--- config.mk ---
export PLATFORM = sky130hd
export DESIGN_NAME = lif_sweep_sched
export DESIGN_NICKNAME = d
export VERILOG_FILES = /design/src/rtl/lif_sweep_sched.sv
export SDC_FILE = /design/constraint.sdc
export NUM_CORES = 1
export LEC_CHECK = 0
export CAP_MARGIN = 15
export CORE_ASPECT_RATIO = 1.1
export CORE_MARGIN = 8
export CORE_UTILIZATION = 50
export CTS_CLUSTER_DIAMETER = 150
export CTS_CLUSTER_SIZE = 10
export DETAILED_ROUTE_END_ITERATION = 12
export PLACE_DENSITY = 0.76
export SYNTH_ARGS = -nofsm -noshare
export SYNTH_HDL_FRONTEND = slang
export SYNTH_SLANG_ARGS = --single-unit
export TNS_END_PERCENT = 100
--- constraint.sdc ---
create_clock -name clk -period 3.15 [get_ports clk]
set_input_delay 0.7875 -clock clk [delete_from_list [all_inputs] [get_ports clk]]
set_output_delay 0.7875 -clock clk [all_outputs]
set_load 0.01 [all_outputs]
--- src/rtl/lif_sweep_sched.sv ---
// lif_sweep_sched: time-multiplexes one shared LIF update datapath across N
// neurons. Holds the membrane-state and input-current register files, sweeps
// all neurons over a req/ack handshake on each tick, and publishes the spike
// vector of every completed sweep.
module lif_sweep_sched #(
  parameter int N       = 4,
  parameter int AW      = $clog2(N),
  parameter int STATE_W = 8,
  parameter int CUR_W   = 8,
  parameter int CLR_CUR = 0
) (
  input  logic               clk,
  input  logic               rst,
  input  logic               tick,
  input  logic               cur_we,
  input  logic [AW-1:0]      cur_addr,
  input  logic [CUR_W-1:0]   cur_data,
  input  logic [AW-1:0]      rd_addr,
  output logic [STATE_W-1:0] rd_state,
  output logic               lif_req,
  output logic [STATE_W-1:0] lif_state,
  output logic [CUR_W-1:0]   lif_current,
  input  logic               lif_ack,
  input  logic [STATE_W-1:0] lif_next_state,
  input  logic               lif_spike,
  output logic [N-1:0]       spikes,
  output logic               spikes_valid,
  output logic               busy,
  output logic               overrun
);

  typedef enum logic [1:0] {IDLE, RUN, DONE} fsm_t;

  fsm_t               fsm;
  logic [STATE_W-1:0] state_mem [N];
  logic [CUR_W-1:0]   cur_mem   [N];
  logic [N-1:0]       spk;
  logic [N-1:0]       spk_next;
  logic [AW-1:0]      idx;
  logic [AW-1:0]      idx_nxt;
  logic               hs;
  logic               last;

  // lif_req is only ever high in RUN, so a handshake implies RUN
  assign hs       = lif_req & lif_ack;
  assign last     = (idx == AW'(N - 1));
  assign idx_nxt  = idx + 1'b1;
  assign rd_state = state_mem[rd_addr];
  assign busy     = (fsm != IDLE);

  // Spike vector with the neuron being acked merged in, so the final ack can publish it directly
  always_comb begin
    spk_next      = spk;
    spk_next[idx] = lif_spike;
  end

  // Sweep controller: walks idx across all neurons and publishes the spike vector on completion
  always_ff @(posedge clk or posedge rst) begin
    if (rst) begin
      fsm          <= IDLE;
      idx          <= '0;
      lif_req      <= 1'b0;
      lif_state    <= '0;
      lif_current  <= '0;
      spk          <= '0;
      spikes       <= '0;
      spikes_valid <= 1'b0;
      overrun      <= 1'b0;
    end else begin
      spikes_valid <= 1'b0;
      if (tick && fsm != IDLE) overrun <= 1'b1;
      case (fsm)
        IDLE: begin
          if (tick) begin
            fsm         <= RUN;
            idx         <= '0;
            lif_req     <= 1'b1;
            lif_state   <= state_mem[0];
            lif_current <= cur_mem[0];
          end
        end
        RUN: begin
          if (hs) begin
            spk <= spk_next;
            if (last) begin
              lif_req      <= 1'b0;
              spikes       <= spk_next;
              spikes_valid <= 1'b1;
              fsm          <= DONE;
            end else begin
              idx         <= idx_nxt;
              lif_state   <= state_mem[idx_nxt];
              lif_current <= cur_mem[idx_nxt];
            end
          end
        end
        default: fsm <= IDLE;
      endcase
    end
  end

  // Membrane state file: written back with the datapath result on each handshake
  always_ff @(posedge clk or posedge rst) begin
    if (rst) begin
      for (int i = 0; i < N; i++) state_mem[i] <= '0;
    end else if (hs) begin
      state_mem[idx] <= lif_next_state;
    end
  end

  // Current file: optional one-shot clear on ack; a host write in the same cycle takes priority
  always_ff @(posedge clk or posedge rst) begin
    if (rst) begin
      for (int i = 0; i < N; i++) cur_mem[i] <= '0;
    end else begin
      if (CLR_CUR != 0 && hs) cur_mem[idx] <= '0;
      if (cur_we) cur_mem[cur_addr] <= cur_data;
    end
  end

endmodule

==> summary.md, run 1 <==
| Metric | Value |
|---|---|
| Status | `finished, final reports clean` |
| Max Clock Freq | `~0.33 GHz` |
| Number of fill cells | `approximately 700` |
| Vias | `between 2000 and 3000` |
| HPWL after DPL | `~6400 um` |
| Clk Latency, worst-skew pair | `between 300 and 400 ps` |
| First-pass GRT wire length | `15860 um` |
| P&R area growth vs syn | `20.56%` |
| Setup Skew | `20.08 ps` |
| Clock power frac | `0.150` |
| Top FF cell, synth | `dfrtp_1` |
| Number of global-route vias before repair | `approximately 3200` |
| Residual DRC | `0` |
| Synth Register Bits | `95` |
| Gpl congestion | `slightly below 0.8` |
| Leak pwr | `2.295 nW` |
| CTS hold repair buffers | `0` |
| GR Overflow Total | `0` |
| FF-to-FF setup slack | `roughly 940 ps` |
| Bufs on Longest Clock Path | `2` |
| Final core occ | `0.6104` |
| Pre-antenna DRT Iters | `4` |
| WHS Endpoint | `overrun` |
| YS warnings | `0` |
| Multi-input gate area | `0.001934 mm2` |
| # setup viols final | `0` |
| Post-synth EDFFs | `0` |
| Die area | `around 0.012 mm2` |
| Reg area | `around 0.0024 mm2` |
| Period utilization | `0.9765` |
| Max-Cap Viols | `0` |
| Launch point of the worst hold path | `overrun` |
| Die X | `around 110 um` |
| Hold depth | `1` |
| Worst Path Required | `between 2000 and 2500 ps` |
| Worst hold margin | `482.3 ps` |
| Clock-pin slew on the worst setup and hold paths | `roughly 90 ps` |
| Crit-path max FO | `8` |
| Worst setup EP type | `output port` |
| Switching pwr | `around 1.8 mW` |
| Die Span Y | `114.7 um` |
| CTS tree | `done` |
| Worst Path Buf+Inv | `3` |
| Htree depth | `3` |
| Vias per cell | `about 5.7` |
| Clock sinks | `95` |
| PwrDens | `973.6 mW/mm2` |
| Core ar. | `approximately 0.0087 mm2` |
| Initial Utilization | `0.5063` |
| Number of port buffers | `57` |
| Synth Instances | `roughly 340` |
| Final slew viol count | `0` |
| Top-Level Pins | `58` |
| Ant. Diodes | `0` |
| Global Route Usage Sum | `0.1632` |
| RSZ-0062 raised after global routing | `false` |
| Worst-case vdd ir drop | `between 0.4 and 0.5 mV` |
| Worst-path cell chain | `clkdlybuf4s50_1 -> buf_12 -> mux4_2 -> dlygate4sd2_1` |
| Pint | `3.349 mW` |
| Routed len/inst | `approximately 18 um` |
| Std-Cell Rows | `36` |
| Count of different cell masters after synthesis | `32` |
| Min cycle time layout | `~3100 ps` |
| Setup ws final | `roughly 74 ps` |
| Max-Slew Margin vs Limit | `0.5767` |
| Post-Syn Area per Cell | `approximately 13 um2` |
| CTS buffer count | `9` |
| Initial antenna violation count | `0` |
| Ratio of cells with drive above 1 in the final layout | `0.2561` |
| Worst Max-Slew Pin Slew | `~630 ps` |
| Setup tns final | `0 ps` |
| Dpl ws | `-119.7 ps` |
| Sw Ratio | `0.3550` |
| R2R depth | `7` |
| Final Hold Viols | `0` |
| CP max stage cell | `clkdlybuf4s50_1` |
| Syn Nets | `approximately 380` |
| Total power draw | `approximately 5.2 mW` |
| DR iter-0 viols | `87` |
| Worst setup path category | `in2out` |
| CTS root buf | `clkbuf_8` |
| Register share of total power | `0.385` |
| Hold crit path type | `reg2reg` |
| Asr flop ratio synth | `1.000` |
| Worst r2r dst | `lif_current[7]` |
| Crit-path max cell delay | `roughly 520 ps` |
| Post-DRT Antenna Nets | `0` |
| Nets | `around 440` |
| Family with the most delay on the worst path | `buffers and inverters` |
| Largest net degree at the start of global routing | `52` |
| Synth Cell Area | `0.004424 mm2` |
| WL final | `9326 um` |
| Reg2Reg Launch Point | `idx[0]` |
| Gate power share | `0.464` |
| Critical Path AT | `roughly 2300 ps` |
| Worst Setup Start Kind | `input port` |
| Register area share after synthesis | `0.5373` |
logic make-up after synthesis:
kind of cell	synth area share
adder cells (fa/ha/maj)	0.01414
flip-flops	0.5373
AO/OA/AOI/OAI	0.08936
AND/OR/NAND/NOR	0.07466
multiplexers	0.2590
buffers and inverters	0.02545
routing by layer:
metal  vias to the layer above  wire, um  part of all wire  global-route usage
met1                      1516      3898              0.42              0.1849
met5                         -         0                 0                   0
met2                        62      4907              0.53              0.2913
met4                         0       185             0.020             0.07606
met3                        15       335             0.036             0.02872
li1                       1389         -                 -                   -
sequential cells by signal (all words and copies together), names as in the netlist:
signal	cells
cur_mem	32
state_mem	32
lif_current	8
lif_state	8
spikes	4
spk	4
fsm	2
idx	2
lif_req	1
overrun	1
spikes_valid	1
power groups by stage:
stage	sequential, mW	clock (mW)	combinational [mW]
after floorplan	2.00	0	1.67
after global placement	2.00	0	2.42
after detailed placement	2.03	0	2.47
after CTS	2.00	0.802	2.44
after global routing	2.06	0.844	2.63
final	2.00	0.781	2.41
area by class of cell:
| type | count | area share |
|---|---|---|
| Clock buffer | 11 | 0.02651 |
| Clock inverter | 3 | 0.008210 |
| Inverter | 6 | 0.004926 |
| Multi-Input combinational cell | 227 | 0.3627 |
| Sequential cell | 95 | 0.4457 |
| Tap cell | 114 | 0.02674 |
| Timing Repair Buffer | 68 | 0.1253 |
Yosys cell counts, types with 6 or more instances:
cell type / n / area share
dfrtp_1: 95 / 0.54
inv_1: 6 / 0.0051
a221o_1: 14 / 0.032
nor2_1: 17 / 0.014
mux2i_1: 20 / 0.045
o22ai_1: 9 / 0.013
mux4_2: 8 / 0.041
o21ai_0: 16 / 0.018
nand2_1: 33 / 0.028
o21ai_1: 8 / 0.0091
clkbuf_1: 9 / 0.0076
nand3b_1: 7 / 0.012
mux2_2: 68 / 0.17
per-stage QoR:
step,instances,instance area (um2)
3_3_place_gp,510,5159
3_5_place_dp,510,5159
6_report,524,5334
5_1_grt,524,5334
2_1_floorplan,344,4428
4_1_cts,524,5334
how the worst max path moves through the flow:
stage | to | depth (start not counted) | startpoint
detailed placement | rd_state[4] | 4 | rd_addr[0]
CTS | rd_state[4] | 4 | rd_addr[0]
floorplan | rd_state[0] | 2 | rd_addr[0]
finish | rd_state[4] | 4 | rd_addr[0]
global route | rd_state[4] | 4 | rd_addr[0]
global placement | rd_state[4] | 4 | rd_addr[0]
cells in the final DEF (no fill, tap or decap), types with 2 or more instances in the layout:
cell             count
nand2_1             33
dfrtp_1             95
nand3b_1             7
mux2_2              68
o2bb2ai_1            2
o22ai_1              9
clkdlybuf4s50_1     49
buf_12               2
buf_4                9
mux4_2               8
inv_1                5
a21o_1               2
dlygate4sd2_1        8
o21ai_1              8
a221o_1             14
clkbuf_8            10
ha_1                 5
nor2_1              17
mux2i_1             20
o31ai_1              3
o21ai_0             16
nand3_1              3
and2_1               2
repair_timing:
action / 4_1_cts / 5_1_grt
resized for setup: 8 / 0
buffers inserted: 0 / 0
endpoints found under the setup margin: 8 / 0
No activity file was read; power rests on OpenSTA's default activity.
==> run 2, diff against run 1 <==
--- a/config.mk
+++ b/config.mk
@@ -8,11 +8,11 @@
 export CAP_MARGIN = 15
 export CORE_ASPECT_RATIO = 1.1
 export CORE_MARGIN = 8
-export CORE_UTILIZATION = 50
+export CORE_UTILIZATION = 55
 export CTS_CLUSTER_DIAMETER = 150
 export CTS_CLUSTER_SIZE = 10
 export DETAILED_ROUTE_END_ITERATION = 12
-export PLACE_DENSITY = 0.76
+export PLACE_DENSITY = 0.8
 export SYNTH_ARGS = -nofsm -noshare
 export SYNTH_HDL_FRONTEND = slang
 export SYNTH_SLANG_ARGS = --single-unit
==> constraint.sdc (replaced) <==
create_clock -name clk -period 3.45 [get_ports clk]
set_input_delay 0.8625 -clock clk [delete_from_list [all_inputs] [get_ports clk]]
set_output_delay 0.8625 -clock clk [all_outputs]
set_load 0.01 [all_outputs]
==> run 2 against run 1 <==
Sequential power shrank 8%. First-iteration DRC count grew 22%. Via count is 0.57% higher. Clock power shrank 4.9%. Flip-flop and latch count stayed put. Combinational power fell by 6%. Routed wire length increased by 3.8%. Hold slack worse by 15 ps. Critical path depth unchanged. Register-to-register slack better by 260 ps. Non-clock buffer count shrank 4. Highest routed layer unchanged. Final area hardly changed.
==> summary.md, run 2 (synthesized netlist as in run 1, its figures left out) <==
| Metric | Value |
|---|---|
| Post-DRT Antenna Nets | `0 (unchanged)` |
| Hold depth | `1 (unchanged)` |
| Final Non-Filler Cells | `516 (-1.5%)` |
| Most frequent cells in the layout | `95 x dfrtp_1, 68 x mux2_2, 56 x clkdlybuf4s50_1, 33 x nand2_1, 20 x mux2i_1` |
| Min cycle time layout | `around 3400 ps` |
| Clk Latency, worst-skew pair | `360 ps (about the same)` |
| Dpl ws | `47.50 ps (+167.2 ps)` |
| Worst r2r dst | `lif_state[4]` |
| Ant. Diodes | `0 (unchanged)` |
| Die X | `101.5 um (-4.0%)` |
| CTS hold repair buffers | `0 (unchanged)` |
| Postcts setup bufs | `0 (unchanged)` |
| HPWL after DPL | `6465 um (+0.31%)` |
| Largest registers | `cur_mem x32, state_mem x32` |
| Worst Setup Start Kind | `input port` |
| Setup tns final | `0 ps (unchanged)` |
| First-pass GRT wire length | `15610 um (-1.6%)` |
| Die Span Y | `110.1 um (-4.0%)` |
| DR iter-0 viols | `106 (+22%)` |
| Vias per cell | `5.812 (+2.1%)` |
| Worst-case vdd ir drop | `0.4534 mV (-5.5%)` |
| P&R area growth vs syn | `20.48% (about the same)` |
| Ratio of cells with drive above 1 in the final layout | `0.2525 (-0.003647)` |
| Crit-path max FO | `8 (unchanged)` |
| Worst setup path category | `in2out` |
| Final Cell Area | `0.005330 mm2 (about the same)` |
| Critical Path AT | `2530 ps (+240 ps)` |
| Post-cts resize count | `0 (-8)` |
| WL met1 | `4108 um (+5.4%)` |
| CTS buffer count | `9 (unchanged)` |
| Htree depth | `3 (unchanged)` |
| Core ar. | `0.007870 mm2 (-9.9%)` |
| R2R depth | `7 (unchanged)` |
| CTS tree | `done` |
| Nets | `434 (-0.91%)` |
| Vias | `2999 (+0.57%)` |
| Bufs on Longest Clock Path | `2 (unchanged)` |
| Launch point of the worst hold path | `overrun` |
| PwrDens | `907.5 mW/mm2 (-6.8%)` |
| Final slew viol count | `0 (unchanged)` |
| Number of global-route vias before repair | `3138 (-2.8%)` |
| Routed len/inst | `18.76 um (+5.4%)` |
| Met3 wire length | `439 um (+31%)` |
| GR Overflow Total | `0 (unchanged)` |
| Setup Skew | `10.81 ps (-9.275 ps)` |
| Max Clock Freq | `just under 0.3 GHz` |
| Die area | `0.01117 mm2 (-7.8%)` |
| Worst Path Required | `2590 ps (+230 ps)` |
| Std-Cell Rows | `34 (-5.6%)` |
| Most common cell after layout, fill and taps aside | `dfrtp_1` |
| Worst hold margin | `467.0 ps (-15.28 ps)` |
| Cell Area, Placed | `0.005131 mm2 (-0.53%)` |
| CTS root buf | `clkbuf_8` |
| Max-Slew Margin vs Limit | `0.2922 (-0.2845)` |
| Clock-pin slew on the worst setup and hold paths | `90 ps (about the same)` |
| Worst setup EP type | `output port` |
| Number of port buffers | `57 (unchanged)` |
| Period utilization | `0.9829` |
| Gpl congestion | `0.8107 (+2.2%)` |
| Wire length on met2 | `4953 um (+0.94%)` |
| Status | `finished, final reports clean` |
| WL final | `9679 um (+3.8%)` |
| RSZ-0062 raised after global routing | `false` |
| Highest routed layer | `met4` |
| Final core occ | `0.6773 (+0.06687)` |
| Initial Utilization | `0.5622 (+0.05586)` |
| # setup viols final | `0 (unchanged)` |
| Largest net degree at the start of global routing | `54 (+3.8%)` |
| WHS Endpoint | `overrun` |
| Setup ws final | `59.01 ps (-14.87 ps)` |
| Reg2Reg Launch Point | `idx[0]` |
| Residual DRC | `0 (unchanged)` |
| Placed instance count | `500 (-2.0%)` |
| Top-Level Pins | `58 (unchanged)` |
| Final Hold Viols | `0 (unchanged)` |
| Leak pwr | `2.281 nW (-0.60%)` |
| Total power draw | `4.837 mW (-6.9%)` |
| Pre-antenna DRT Iters | `4 (unchanged)` |
| Initial antenna violation count | `0 (unchanged)` |
| Clock sinks | `95 (unchanged)` |
| Global Route Usage Sum | `0.1816 (+0.01837)` |
| Worst Max-Slew Pin Slew | `1062 ps (+426.8 ps)` |
| FF-to-FF setup slack | `1200 ps (+260 ps)` |
| Hold crit path type | `reg2reg` |
| Max-Cap Viols | `0 (unchanged)` |
-- run 2: worst max path at each step --
| stage | start | to | slack (ps) | cells past startpoint |
|---|---|---|---|---|
| finish | rd_addr[1] | rd_state[6] | 60 | 4 |
| global placement | rd_addr[0] | rd_state[3] | 60 | 4 |
| global route | rd_addr[0] | rd_state[3] | 7 | 4 |
| detailed placement | rd_addr[1] | rd_state[2] | 50 | 4 |
| floorplan | rst | cur_mem[0] | 110 | 1 |
| CTS | rd_addr[1] | rd_state[2] | 30 | 4 |
-- run 2: final cells by class --
cell class,instances,area [um2]
repair buffers,64,663.1
fillers,587,2540
inverters,6,23.77
clock buffers,10,127.6
multi-input cells,227,1934
clock inverters,6,68.82
well taps,108,135.1
flip-flops and latches,95,2377
-- run 2: routing by layer --
layer,vias to the layer above,track usage
li1,1379,-
met1,1543,0.2267
met2,65,0.3025
met3,12,0.03015
met4,0,0.08520
met5,-,0
-- run 2: report_power, final --
| group | leakage [nW] | internal [mW] | total (mW) | switching (mW) |
|---|---|---|---|---|
| combinational | 1.05 | 1.20 | 2.26 | 1.06 |
| sequential | 1.14 | 1.54 | 1.84 | 0.297 |
| clock | 0.0973 | 0.341 | 0.743 | 0.402 |
| total | 2.28 | 3.08 | 4.84 | 1.76 |
-- run 2: worst max-delay path, cell delays in order --
cell and delay [ps]:
clkdlybuf4s50_1 530, buf_12 150, mux4_2 490, clkdlybuf4s50_1 490
